`config.mk`:
```
export PLATFORM = sky130hd
export DESIGN_NAME = any1_branch_resolve
export DESIGN_NICKNAME = d
export VERILOG_FILES = /design/src/rtl/any1_pkg.sv /design/src/rtl/any1_eval_branch.sv /design/src/rtl/any1_branch_resolve.sv
export SDC_FILE = /design/constraint.sdc
export NUM_CORES = 1
export LEC_CHECK = 0
export BUFFER_PORTS_ARGS = -buffer_cell sky130_fd_sc_hd__buf_2
export CORE_AREA = 10 10 157 159
export DETAILED_ROUTE_END_ITERATION = 12
export DIE_AREA = 0 0 167 169
export PLACE_DENSITY = 0.76
export SETUP_SLACK_MARGIN = 0.15
export SLEW_MARGIN = 20
export SYNTH_ARGS = -nofsm -noshare
export SYNTH_HDL_FRONTEND = slang
export SYNTH_HIERARCHICAL = 1
export SYNTH_SLANG_ARGS = --single-unit
```
`constraint.sdc`:
```
create_clock -name clk_i -period 4.9 [get_ports clk_i]
set_input_delay 1.47 -clock clk_i [delete_from_list [all_inputs] [get_ports clk_i]]
set_output_delay 1.47 -clock clk_i [all_outputs]
set_load 0.1 [all_outputs]
```
`src/rtl/any1_pkg.sv`:
```
// Shared opcode constants and the resolved-branch record for the branch resolve stage.
package any1_pkg;

    localparam int PC_W = 32;

    localparam logic [7:0] BEQ  = 8'h26;
    localparam logic [7:0] BNE  = 8'h27;
    localparam logic [7:0] BLT  = 8'h28;
    localparam logic [7:0] BGE  = 8'h29;
    localparam logic [7:0] BLTU = 8'h2A;
    localparam logic [7:0] BGEU = 8'h2B;

    typedef struct packed {
        logic            taken;
        logic            mispred;
        logic [PC_W-1:0] pc;
        logic [PC_W-1:0] redirect_pc;
    } br_res_t;

endpackage

```
`src/rtl/any1_eval_branch.sv`:
```
// Branch condition evaluator: purely combinational compare selected by inst[7:0].
// Unknown opcodes evaluate as not taken.
module any1_eval_branch
    import any1_pkg::*;
#(
    parameter int WID = 64
) (
    input  logic [63:0]    inst,
    input  logic [WID-1:0] a,
    input  logic [WID-1:0] b,
    output logic           takb
);

    // Only the opcode byte steers the compare.
    logic unused_inst_hi;
    assign unused_inst_hi = ^inst[63:8];

    always_comb begin
        takb = 1'b0;
        case (inst[7:0])
            BEQ:     takb = (a == b);
            BNE:     takb = (a != b);
            BLT:     takb = ($signed(a) <  $signed(b));
            BGE:     takb = ($signed(a) >= $signed(b));
            BLTU:    takb = (a <  b);
            BGEU:    takb = (a >= b);
            default: takb = 1'b0;
        endcase
    end

endmodule

```
`src/rtl/any1_branch_resolve.sv`:
```
// Branch resolve stage: one-entry result register, epoch-based squash, one-cycle redirect.
// Latency 1 cycle; in_ready_o = !full || out_ready_i, output held while stalled.
module any1_branch_resolve
    import any1_pkg::*;
#(
    parameter int WID    = 64,
    parameter int AWID   = 32,
    parameter int FT_INC = 8,
    parameter int CNTW   = 32
) (
    input  logic            clk_i,
    input  logic            rst_ni,
    input  logic            in_valid_i,
    output logic            in_ready_o,
    input  logic [63:0]     inst_i,
    input  logic            is_branch_i,
    input  logic [AWID-1:0] pc_i,
    input  logic [AWID-1:0] tgt_i,
    input  logic [WID-1:0]  a_i,
    input  logic [WID-1:0]  b_i,
    input  logic            pred_taken_i,
    input  logic [AWID-1:0] pred_tgt_i,
    input  logic            epoch_i,
    output logic            out_valid_o,
    input  logic            out_ready_i,
    output logic            out_taken_o,
    output logic            out_mispred_o,
    output logic [AWID-1:0] out_pc_o,
    output logic            redirect_o,
    output logic [AWID-1:0] redirect_pc_o,
    output logic            epoch_o,
    output logic [CNTW-1:0] br_cnt_o,
    output logic [CNTW-1:0] mp_cnt_o
);

    logic            takb;
    logic            full_q;
    logic            redirect_q;
    logic            epoch_q;
    br_res_t         res_d;
    br_res_t         res_q;
    logic [CNTW-1:0] br_cnt_q;
    logic [CNTW-1:0] mp_cnt_q;
    logic            accept;
    logic            load;

    any1_eval_branch #(.WID(WID)) u_eval (
        .inst (inst_i),
        .a    (a_i),
        .b    (b_i),
        .takb (takb)
    );

    assign in_ready_o = !full_q || out_ready_i;
    assign accept     = in_valid_i && in_ready_o;
    // Ops fetched before the last redirect carry the old epoch and are swallowed.
    assign load       = accept && (epoch_i == epoch_q);

    always_comb begin
        res_d             = '0;
        res_d.taken       = is_branch_i && takb;
        res_d.mispred     = is_branch_i && ((res_d.taken != pred_taken_i) ||
                                            (res_d.taken && (pred_tgt_i != tgt_i)));
        res_d.pc          = pc_i;
        res_d.redirect_pc = res_d.taken ? tgt_i : pc_i + AWID'(FT_INC);
    end

    always_ff @(posedge clk_i or negedge rst_ni) begin
        if (!rst_ni) begin
            full_q     <= 1'b0;
            res_q      <= '0;
            redirect_q <= 1'b0;
            epoch_q    <= 1'b0;
            br_cnt_q   <= '0;
            mp_cnt_q   <= '0;
        end else begin
            if (load) begin
                full_q <= 1'b1;
                res_q  <= res_d;
            end else if (out_ready_i) begin
                full_q <= 1'b0;
            end
            redirect_q <= load && res_d.mispred;
            if (load && res_d.mispred) begin
                epoch_q <= ~epoch_q;
            end
            if (load && is_branch_i && (br_cnt_q != '1)) begin
                br_cnt_q <= br_cnt_q + CNTW'(1);
            end
            if (load && res_d.mispred && (mp_cnt_q != '1)) begin
                mp_cnt_q <= mp_cnt_q + CNTW'(1);
            end
        end
    end

    assign out_valid_o   = full_q;
    assign out_taken_o   = res_q.taken;
    assign out_mispred_o = res_q.mispred;
    assign out_pc_o      = res_q.pc;
    assign redirect_o    = redirect_q;
    assign redirect_pc_o = res_q.redirect_pc;
    assign epoch_o       = epoch_q;
    assign br_cnt_o      = br_cnt_q;
    assign mp_cnt_o      = mp_cnt_q;

endmodule
```
* After elaboration in Yosys (flattened, before gate mapping)
Index checks and enable logic that the tools add are counted.
** Storage, ports and cells
- Memories :: 0
- Logic and storage cells :: 47
- Memory bits (read-only) :: 0
- Input port bits :: 295
- Latch bits :: 0
- Flip-flop bits (word level) :: 133
- Bits in writable memories :: 0
** Cells by class
- $lt $le $gt $ge :: 4
- Muxes and demuxes :: 4
- Reduce and logical (&&, ||, !) cells :: 13
- Divide/modulo/power cells :: 0
- Bitwise logic cells :: 1
- Add/sub/neg operators :: 3
- Multiply operators :: 0
- Equality and inequality tests :: 13
- Shift operators :: 0
** Operator list (count)
- $ge A64 B64 Y1 :: 2
- $lt A64 B64 Y1 :: 2
- $add A32 B1 Y32 const B :: 2
- $eq A64 B64 Y1 :: 1
- $ne A32 B32 Y1 const B :: 2
- $ne A64 B64 Y1 :: 1
- $eq A8 B6 Y1 const B :: 6
- $add A32 B4 Y32 const B :: 1
- $mux W32 :: 1
- $ne A32 B32 Y1 :: 1
- $logic_and A1 B1 Y1 :: 9
- $pmux W1 S6 :: 1
- $logic_or A1 B1 Y1 :: 2
- $mux W1 :: 2
- $reduce_bool A2 Y1 :: 1
- $eq A1 B1 Y1 :: 1
- $logic_not A1 Y1 :: 1
- $ne A1 B1 Y1 :: 1
- $not A1 Y1 :: 1

* Logic depth before layout (Yosys ltp)
Gate-level depths: netlist of run 1.
- Depth after elaboration :: 8
- Gate-level depth with buffers :: 18

* By module
Netlist of run 1, hierarchy kept.
** Modules (own cells, without submodules)
- any1_branch_resolve :: area an instance 6722.7 um^2, times used 1, cells an instance 636
- any1_eval_branch :: area an instance 1823.0 um^2, times used 1, cells an instance 247

* Least setup slack after synthesis of run 1
OpenSTA, ideal clock, no wires.
- Path type :: input to register
- From :: input port b_i[38]
- To :: register mp_cnt_q[16] (netlist: mp_cnt_o[16])
- Cell stages on the path :: 17
- Setup slack :: -0.187 ns
- Data arrival time :: 4.925 ns
- Buffers on the path :: 3
- Setup time :: 0.162 ns
- Cells stage by stage :: inv_1 > ha_1 > a21oi_2 > nand2_1 > a221o_1 > o311a_1 > nor4_4 > o21ai_2 > o31ai_2 > and2_1 > clkbuf_1 > nand4_1 > or4_1 > clkbuf_1 > clkbuf_1 > and3b_1 > xor2_1
** Between the ends
- Word-level cells in the longest chain between the ends :: 8
** Ends and longest elaborated chain
- start: declaration :: RTL line any1_branch_resolve.sv:20 : input logic [WID-1:0] b_i,
- $ge A64 B64 Y1 (tied with other cells) :: RTL line any1_eval_branch.sv:26 : BGEU: takb = (a >= b);
- $pmux W1 S6 * :: RTL line any1_eval_branch.sv:20 : case (inst[7:0])
- net takb :: RTL line any1_branch_resolve.sv:36 : logic takb;
- $logic_and A1 B1 Y1 * :: RTL line any1_branch_resolve.sv:61 : res_d.taken = is_branch_i && takb;
- $ne A1 B1 Y1 / $logic_and A1 B1 Y1 (equally long branches) :: RTL line any1_branch_resolve.sv:62, any1_branch_resolve.sv:63
- $logic_or A1 B1 Y1 * :: RTL line any1_branch_resolve.sv:62 : res_d.mispred = is_branch_i && ((res_d.taken != pred_taken_i) ||
- $logic_and A1 B1 Y1 * :: RTL line any1_branch_resolve.sv:62
- $logic_and A1 B1 Y1 * (2 in series) :: RTL line any1_branch_resolve.sv:90 : if (load && res_d.mispred && (mp_cnt_q != '1)) begin
- end signal: assignment :: RTL line any1_branch_resolve.sv:91 : mp_cnt_q <= mp_cnt_q + CNTW'(1);
- end: declaration :: RTL line any1_branch_resolve.sv:43 : logic [CNTW-1:0] mp_cnt_q;
Mark *: on every way through the listed nets, which the timed path passes. The rest lies on a longest branch.
A chain may end at the register's enable or synchronous reset.

* Worst setup path after layout of run 1
- From :: input port a_i[62]
- To :: register mp_cnt_q[1] (netlist: mp_cnt_o[1])
** Between the ends
- Word-level cells in the longest chain between the ends :: 8
** Ends and longest elaborated chain
- start: declaration :: RTL line any1_branch_resolve.sv:19 : input logic [WID-1:0] a_i,
- $ge A64 B64 Y1 (tied with other cells) :: RTL line any1_eval_branch.sv:26
- $pmux W1 S6 * :: RTL line any1_eval_branch.sv:20
- net takb :: RTL line any1_branch_resolve.sv:36
- $logic_and A1 B1 Y1 * :: RTL line any1_branch_resolve.sv:61
- $ne A1 B1 Y1 / $logic_and A1 B1 Y1 (equally long branches) :: RTL line any1_branch_resolve.sv:62, any1_branch_resolve.sv:63
- $logic_or A1 B1 Y1 * :: RTL line any1_branch_resolve.sv:62
- $logic_and A1 B1 Y1 * :: RTL line any1_branch_resolve.sv:62
- $logic_and A1 B1 Y1 * (2 in series) :: RTL line any1_branch_resolve.sv:90
Marks and branches as above.

==> impl_metrics.ini, run 1 <==
[synthesis]
dominantRegCellSynth = sky130_fd_sc_hd__dfrtp_1
synth_enable_flop_cells = 0
synth_compound_area_share_pct = 7.85
ys_seq_elements = 133
synthAdderAreaFrac_pct = 9.81
synth_most_common_cell = sky130_fd_sc_hd__dfrtp_1
synth-xor-area-share_pct = 12.2
yosysTopAreaCellShare_pct = 38.9
synth_largest_area_cell = sky130_fd_sc_hd__dfrtp_1
synth_top_family_by_area = simple AND/OR/NAND/NOR gates
synth.net_count = 1245
synth-simple-area-share_pct = 20.1
synth.area.top_cells = sky130_fd_sc_hd__dfrtp_1 (39%), sky130_fd_sc_hd__ha_1 (9.8%), sky130_fd_sc_hd__xnor2_1 (6.5%)
synth.yosys.seq_area_share_pct = 38.9
synthesis.yosys.warnings = 6
synth.avg_cell_area_um2 = 9.68
multiplexer_fraction_of_the_synthesized_cell_area_pct = 6.73
post_synth_instance_area_um2 = 8550
post_synth_most_frequent_cells = sky130_fd_sc_hd__dfrtp_1 (133), sky130_fd_sc_hd__nand2_1 (75), sky130_fd_sc_hd__inv_1 (74)
syn_inst = 883
yosysUniqueCellTypes = 57
async_reset_ff_share_pct = 100

[clock_network]
cts_max_level = 4
cts-root-buf = sky130_fd_sc_hd__clkbuf_16
cts-hold-fix-buffers = 0
cts_tree = done
tritoncts_num_sinks = 133
clk_transition_reported_paths_ns = 0.06
clock_tree.buffer_depth = 2
tritoncts.num_buffers = 17
clock_insertion_delay_worst_skew_ns = 0.43

[job]
max-cap-violations = 0

[route]
first_pass_iteration_count_of_the_detailed_router = 5
detail_route.wirelength_mm = 29.7
drc = 0
dr.first_iter.drc_count = 460
route.detailed.vias_per_inst = 5.11
vias = 8097
final_antenna_net_count = 0
wire_per_inst_um = 18.7

[sta]
finalCritPeriodShare_pct = 95.5
timing.setup.tns_ns = 0
rsz0062_at_grt = yes
setup_viol = 0
final_max_slew_viol_count = 0
hold_ws_ns = 0.475
timing_hold_violations_final = 0
max_freq_mhz = 214
slew_headroom_pct = 32.9
clock_skew_ns = 0.0209
finalCriticalPeriod_ns = 4.68
worst_slew_pin_slew_ns = 1.01

[grt]
grt_usage_pct = 20.2
grt_start_max_net_pins = 107
first_global_vias = 8541
met1_usage_pct = 22.8
use_met3_pct = 5.88
grt_pass1_wl_mm = 46.4
globalRouteOverflowTotal = 0
grt_antenna_before_repair = 8
global_route.usage.met2_pct = 35.2
grt_busiest_layer = met2

[hold_path]
hold_class = reg2reg
whs_path_depth = 2
worstHoldEndpoint = redirect_pc_o[6]
hp-start = redirect_pc_o[6]

[floorplanning]
row_count = 54
top_level_ports = 429
die-height_um = 169
core_um2 = 21600
floorplan.initialDensity_pct = 39.6
die_x_um = 167
fp.dieArea_um2 = 28200

[critical_path]
worst_path_dominant_cell_family = simple AND/OR/NAND/NOR gates
path_cells = buf_2 > ha_1 > nand4_2 > nor4_4 > buf_4 > nand3_2 > o211ai_4 > nor4_4 > o21ai_1 > nand4b_1 > o31ai_2 > buf_4 > and2_4 > nand4_1 > or4_4 > buf_6 > and2_1 > mux2_2
worst_r2r_path_depth = 6
critical_path_arrival_ns = 4.97
rr_endpoint = br_cnt_o[17]
cp_num_cells = 18
path_buf_inv = 4
end_kind = flip-flop
cpPeakStageDelay_ns = 0.50
worst_r2r_startpoint = epoch_o
setup.worst_path.start = a_i[62]
critical_path.startpoint_type = primary input
r2r_slack_ns = 2.16
worst-setup-path-type = in2reg
crit_required_ns = 5.19
path_max_fanout = 9
cell_at_the_slowest_stage_of_the_critical_path = sky130_fd_sc_hd__or4_4

[finish]
syn2layout_area_growth_pct = 38.6
share_of_final_layout_standard_cells_stronger_than_drive_strength_1_pct = 41.3
finalNetCount = 1648
instances_no_fill = 1586

[placement]
gp_routability_congestion = 0.919
place.detailed.instances = 1546
hpwl_mm = 24.5
buffer_ports.inserted = 372

[pwr]
totalPowerFinal_mw = 6.38
leakagePower_nw = 6.20
power_per_cell_area_nw_per_um2 = 539
ir_drop_v = 0.000734

[outcome]
status = complete, no violations
==> layout make-up <==
| type | count | area, µm² |
|---|---|---|
| Fill cell | 1922 | 9710 |
| Multi-Input combinational cell | 653 | 5110 |
| Sequential cell | 133 | 3330 |
| Timing Repair Buffer | 407 | 2160 |
| Clock buffer | 18 | 439 |
| Tap cell | 280 | 350 |
| Inverter | 74 | 295 |
| Clock inverter | 14 | 136 |
| Antenna cell | 7 | 17.5 |
==> cells by family after synthesis <==
logic type | after synthesis
AO/OA/AOI/OAI | 112
XOR/XNOR | 119
adder cells (fa/ha/maj) | 67
buffers and inverters | 97
flip-flops | 133
multiplexers | 53
AND/OR/NAND/NOR | 302
==> stage by stage <==
stage / cell area [µm²] / worst slack, ns / utilization (%)
after floorplan: 8790 / 0.124 / -
after global placement: 11200 / -0.259 / 51.9
after detailed placement: 11200 / -0.309 / 51.9
after CTS: 11800 / 0.160 / 54.7
after global routing: 11800 / 0.0373 / 54.9
final: 11800 / 0.223 / 54.9
==> how the worst max path moves through the flow <==
stage / endpoint
floorplan: mp_cnt_o[16]
global placement: mp_cnt_o[1]
detailed placement: mp_cnt_o[1]
CTS: mp_cnt_o[1]
global route: mp_cnt_o[1]
finish: mp_cnt_o[1]
==> tightest hold or removal path: stages (launching register included) <==
cell and delay (ns):
sky130_fd_sc_hd__dfrtp_1 0.34, sky130_fd_sc_hd__nand2_1 0.04, sky130_fd_sc_hd__o21ai_0 0.06
==> flip-flops by register name (all words and copies together), names as in the netlist <==
name,cells
br_cnt_o,32
out_pc_o,32
out_valid_o,1
redirect_o,1
out_taken_o,1
out_mispred_o,1
epoch_o,1
mp_cnt_o,32
redirect_pc_o,32
==> cells in the final DEF (no fill, tap or decap), types with 6 or more instances in the layout <==
cell and n:
sky130_fd_sc_hd__nor3_1 12, sky130_fd_sc_hd__nor2_1 37, sky130_fd_sc_hd__and4_1 9, sky130_fd_sc_hd__nand2_1 75, sky130_fd_sc_hd__ha_1 51, sky130_fd_sc_hd__clkbuf_16 17
sky130_fd_sc_hd__a21o_1 6, sky130_fd_sc_hd__diode_2 7, sky130_fd_sc_hd__xnor2_1 63, sky130_fd_sc_hd__nand3_1 45, sky130_fd_sc_hd__ha_4 16, sky130_fd_sc_hd__nor4_1 10
sky130_fd_sc_hd__mux2i_1 20, sky130_fd_sc_hd__nand4_1 41, sky130_fd_sc_hd__inv_1 60, sky130_fd_sc_hd__buf_4 32, sky130_fd_sc_hd__o21ai_0 44, sky130_fd_sc_hd__xor2_1 56
sky130_fd_sc_hd__mux2_2 32, sky130_fd_sc_hd__inv_2 9, sky130_fd_sc_hd__dfrtp_1 133, sky130_fd_sc_hd__and3_1 19, sky130_fd_sc_hd__a21oi_1 36, sky130_fd_sc_hd__buf_2 371
==> routing by layer <==
metal	vias to the layer above	share of wire [%]
met5	-	0.040
met2	287	50
li1	3926	-
met1	3828	40
met4	2	2.8
met3	54	6.9
==> power by group <==
part	internal [mW]	total (mW)	switching (mW)	leakage, nW
Sequential	1.41	1.60	0.190	1.71
Combinational	0.622	3.53	2.91	4.22
Clock	0.686	1.25	0.569	0.274
==> repair_timing <==
item | 4_1_cts | 5_1_grt
pin swaps | 1 | 7
gates resized for setup | 2 | 7
buffers inserted | 0 | 1
endpoints found under the setup margin | 2 | 35
cloned | 0 | 0
(Power assumes the default switching activity.)
==> run 2, diff against run 1 <==
--- a/config.mk
+++ b/config.mk
@@ -9,6 +9,7 @@
 export CORE_AREA = 10 10 157 159
 export DETAILED_ROUTE_END_ITERATION = 12
 export DIE_AREA = 0 0 167 169
+export MAX_ROUTING_LAYER = met4
 export PLACE_DENSITY = 0.76
 export SETUP_SLACK_MARGIN = 0.15
 export SLEW_MARGIN = 20
==> impl_metrics.ini, run 2 (synthesis results as in run 1) <==
[route]
route.detailed.vias_per_inst = 5.12
drc = 0
vias = 8153
dr.first_iter.drc_count = 360
wire_per_inst_um = 19.1
first_pass_iteration_count_of_the_detailed_router = 5
detail_route.wirelength_mm = 30.5
final_antenna_net_count = 0

[job]
max-cap-violations = 0

[critical_path]
path_max_fanout = 8
critical_path.startpoint_type = primary input
end_kind = flip-flop
crit_required_ns = 5.20
critical_path_arrival_ns = 4.94
worst-setup-path-type = in2reg

[floorplanning]
core_um2 = 21600
floorplan.initialDensity_pct = 39.6
die-height_um = 169
row_count = 54
top_level_ports = 429
die_x_um = 167
fp.dieArea_um2 = 28200

[sta]
hold_ws_ns = 0.475
finalCritPeriodShare_pct = 94.7
finalCriticalPeriod_ns = 4.64
timing_hold_violations_final = 0
final_max_slew_viol_count = 0
timing.setup.tns_ns = 0
worst_slew_pin_slew_ns = 0.895
clock_skew_ns = 0.0149
max_freq_mhz = 215
setup_viol = 0
rsz0062_at_grt = yes
slew_headroom_pct = 40.3
setup_ws_ns = 0.259

[clock_network]
tritoncts.num_buffers = 17
cts-hold-fix-buffers = 0
clk_transition_reported_paths_ns = 0.07
tritoncts_num_sinks = 133
cts-root-buf = sky130_fd_sc_hd__clkbuf_16
clock_insertion_delay_worst_skew_ns = 0.42
cts_tree = done
clock_tree.buffer_depth = 2
cts_max_level = 4

[placement]
buffer_ports.inserted = 372
place_worst_setup_slack_ns = -0.342
hpwl_mm = 24.6
gp_routability_congestion = 0.920

[finish]
share_of_final_layout_standard_cells_stronger_than_drive_strength_1_pct = 43.6
multiInputGateArea_um2 = 5310
syn2layout_area_growth_pct = 42.0
finalNetCount = 1654
regArea_um2 = 3330
fill_count = 1901
layout.cells.most_common = sky130_fd_sc_hd__buf_2
most_frequent_cells_in_the_layout = sky130_fd_sc_hd__buf_2 (368), sky130_fd_sc_hd__dfrtp_1 (133), sky130_fd_sc_hd__nand2_1 (75)

[grt]
grt_antenna_before_repair = 6
grt_pass1_wl_mm = 47.0
first_global_vias = 8682
grt_start_max_net_pins = 94
grt_usage_pct = 21.1
globalRouteOverflowTotal = 0

[pwr]
pwr-share-comb_pct = 55.1
flop_pwr_share_pct = 24.7
leakagePower_nw = 6.24
totalPowerFinal_mw = 6.46
switching_power_mw = 3.69
ir_drop_v = 0.000754
sw_frac_of_total_pct = 57.0
power_per_cell_area_nw_per_um2 = 533
internal_power_mw = 2.78
p_clk_share_pct = 20.2

[outcome]
status = complete, no violations

[hold_path]
hold_class = reg2reg
## run 2: worst paths after layout
check | from | to | slack, ns | cells past startpoint
worst min register to register | redirect_pc_o[10] | redirect_pc_o[10] | 0.47 | 2
max in group asynchronous | rst_ni | mp_cnt_o[5] | 2.88 | 2
worst min-delay path | redirect_pc_o[10] | redirect_pc_o[10] | 0.47 | 2
worst max-delay path | b_i[52] | mp_cnt_o[18] | 0.26 | 18
worst max register to register | epoch_o | br_cnt_o[21] | 2.17 | 6
min in group asynchronous | rst_ni | br_cnt_o[26] | 1.09 | 1
## run 2: per-layer routing
| layer | track usage [%] | vias to the layer above | share of wire [%] |
|---|---|---|---|
| li1 | - | 3943 | - |
| met1 | 23.5 | 3885 | 40 |
| met2 | 36.3 | 280 | 51 |
| met3 | 4.98 | 45 | 5.8 |
| met4 | 7.37 | 0 | 2.4 |
| met5 | - | - | 0 |
## run 2: repair_timing
action / CTS / global route
buffers inserted: 0 / 5
pin swaps: 2 / 25
gates resized for setup: 3 / 37
setup endpoints to repair: 13 / 35
## run 2: through the flow
stage          instances  utilization, %  area, µm²
2_1_floorplan        883               -       8790
3_3_place_gp        1548            52.0      11200
3_5_place_dp        1548            52.0      11200
4_1_cts             1580            54.9      11800
5_1_grt             1591            56.3      12100
6_report            1592            56.3      12100
## run 2: layout make-up
| type | count | area share, % |
|---|---|---|
| timing repair buffer | 413 | 18.4 |
| sequential | 133 | 27.4 |
| inverter | 74 | 2.43 |
| clock buffer | 17 | 3.51 |
| tap | 280 | 2.89 |
| clock inverter | 15 | 1.49 |
| antenna | 7 | 0.144 |
| multi-input combinational | 653 | 43.8 |
## run 2: worst max-delay path, stage by stage
cell	delay, ns
sky130_fd_sc_hd__buf_2	0.08
sky130_fd_sc_hd__inv_1	0.05
sky130_fd_sc_hd__ha_4	0.27
sky130_fd_sc_hd__nand4_1	0.18
sky130_fd_sc_hd__nor4_4	0.34
sky130_fd_sc_hd__nand4_2	0.24
sky130_fd_sc_hd__a31oi_4	0.24
sky130_fd_sc_hd__nor4_4	0.08
sky130_fd_sc_hd__o21ai_1	0.10
sky130_fd_sc_hd__nand4b_1	0.17
sky130_fd_sc_hd__o31ai_4	0.34
sky130_fd_sc_hd__and2_4	0.21
sky130_fd_sc_hd__nand4_1	0.07
sky130_fd_sc_hd__or4_4	0.53
sky130_fd_sc_hd__buf_8	0.15
sky130_fd_sc_hd__buf_4	0.13
sky130_fd_sc_hd__and3_4	0.14
sky130_fd_sc_hd__xor2_1	0.13
## run 2: power groups by stage
stage / combinational [mW] / clock, mW / sequential, mW
finish: 3.56 / 1.31 / 1.59
global route: 3.70 / 1.38 / 1.64
detailed placement: 3.55 / 0 / 1.61
CTS: 3.55 / 1.34 / 1.59
global placement: 3.51 / 0 / 1.59
floorplan: 0.570 / 0 / 3.84
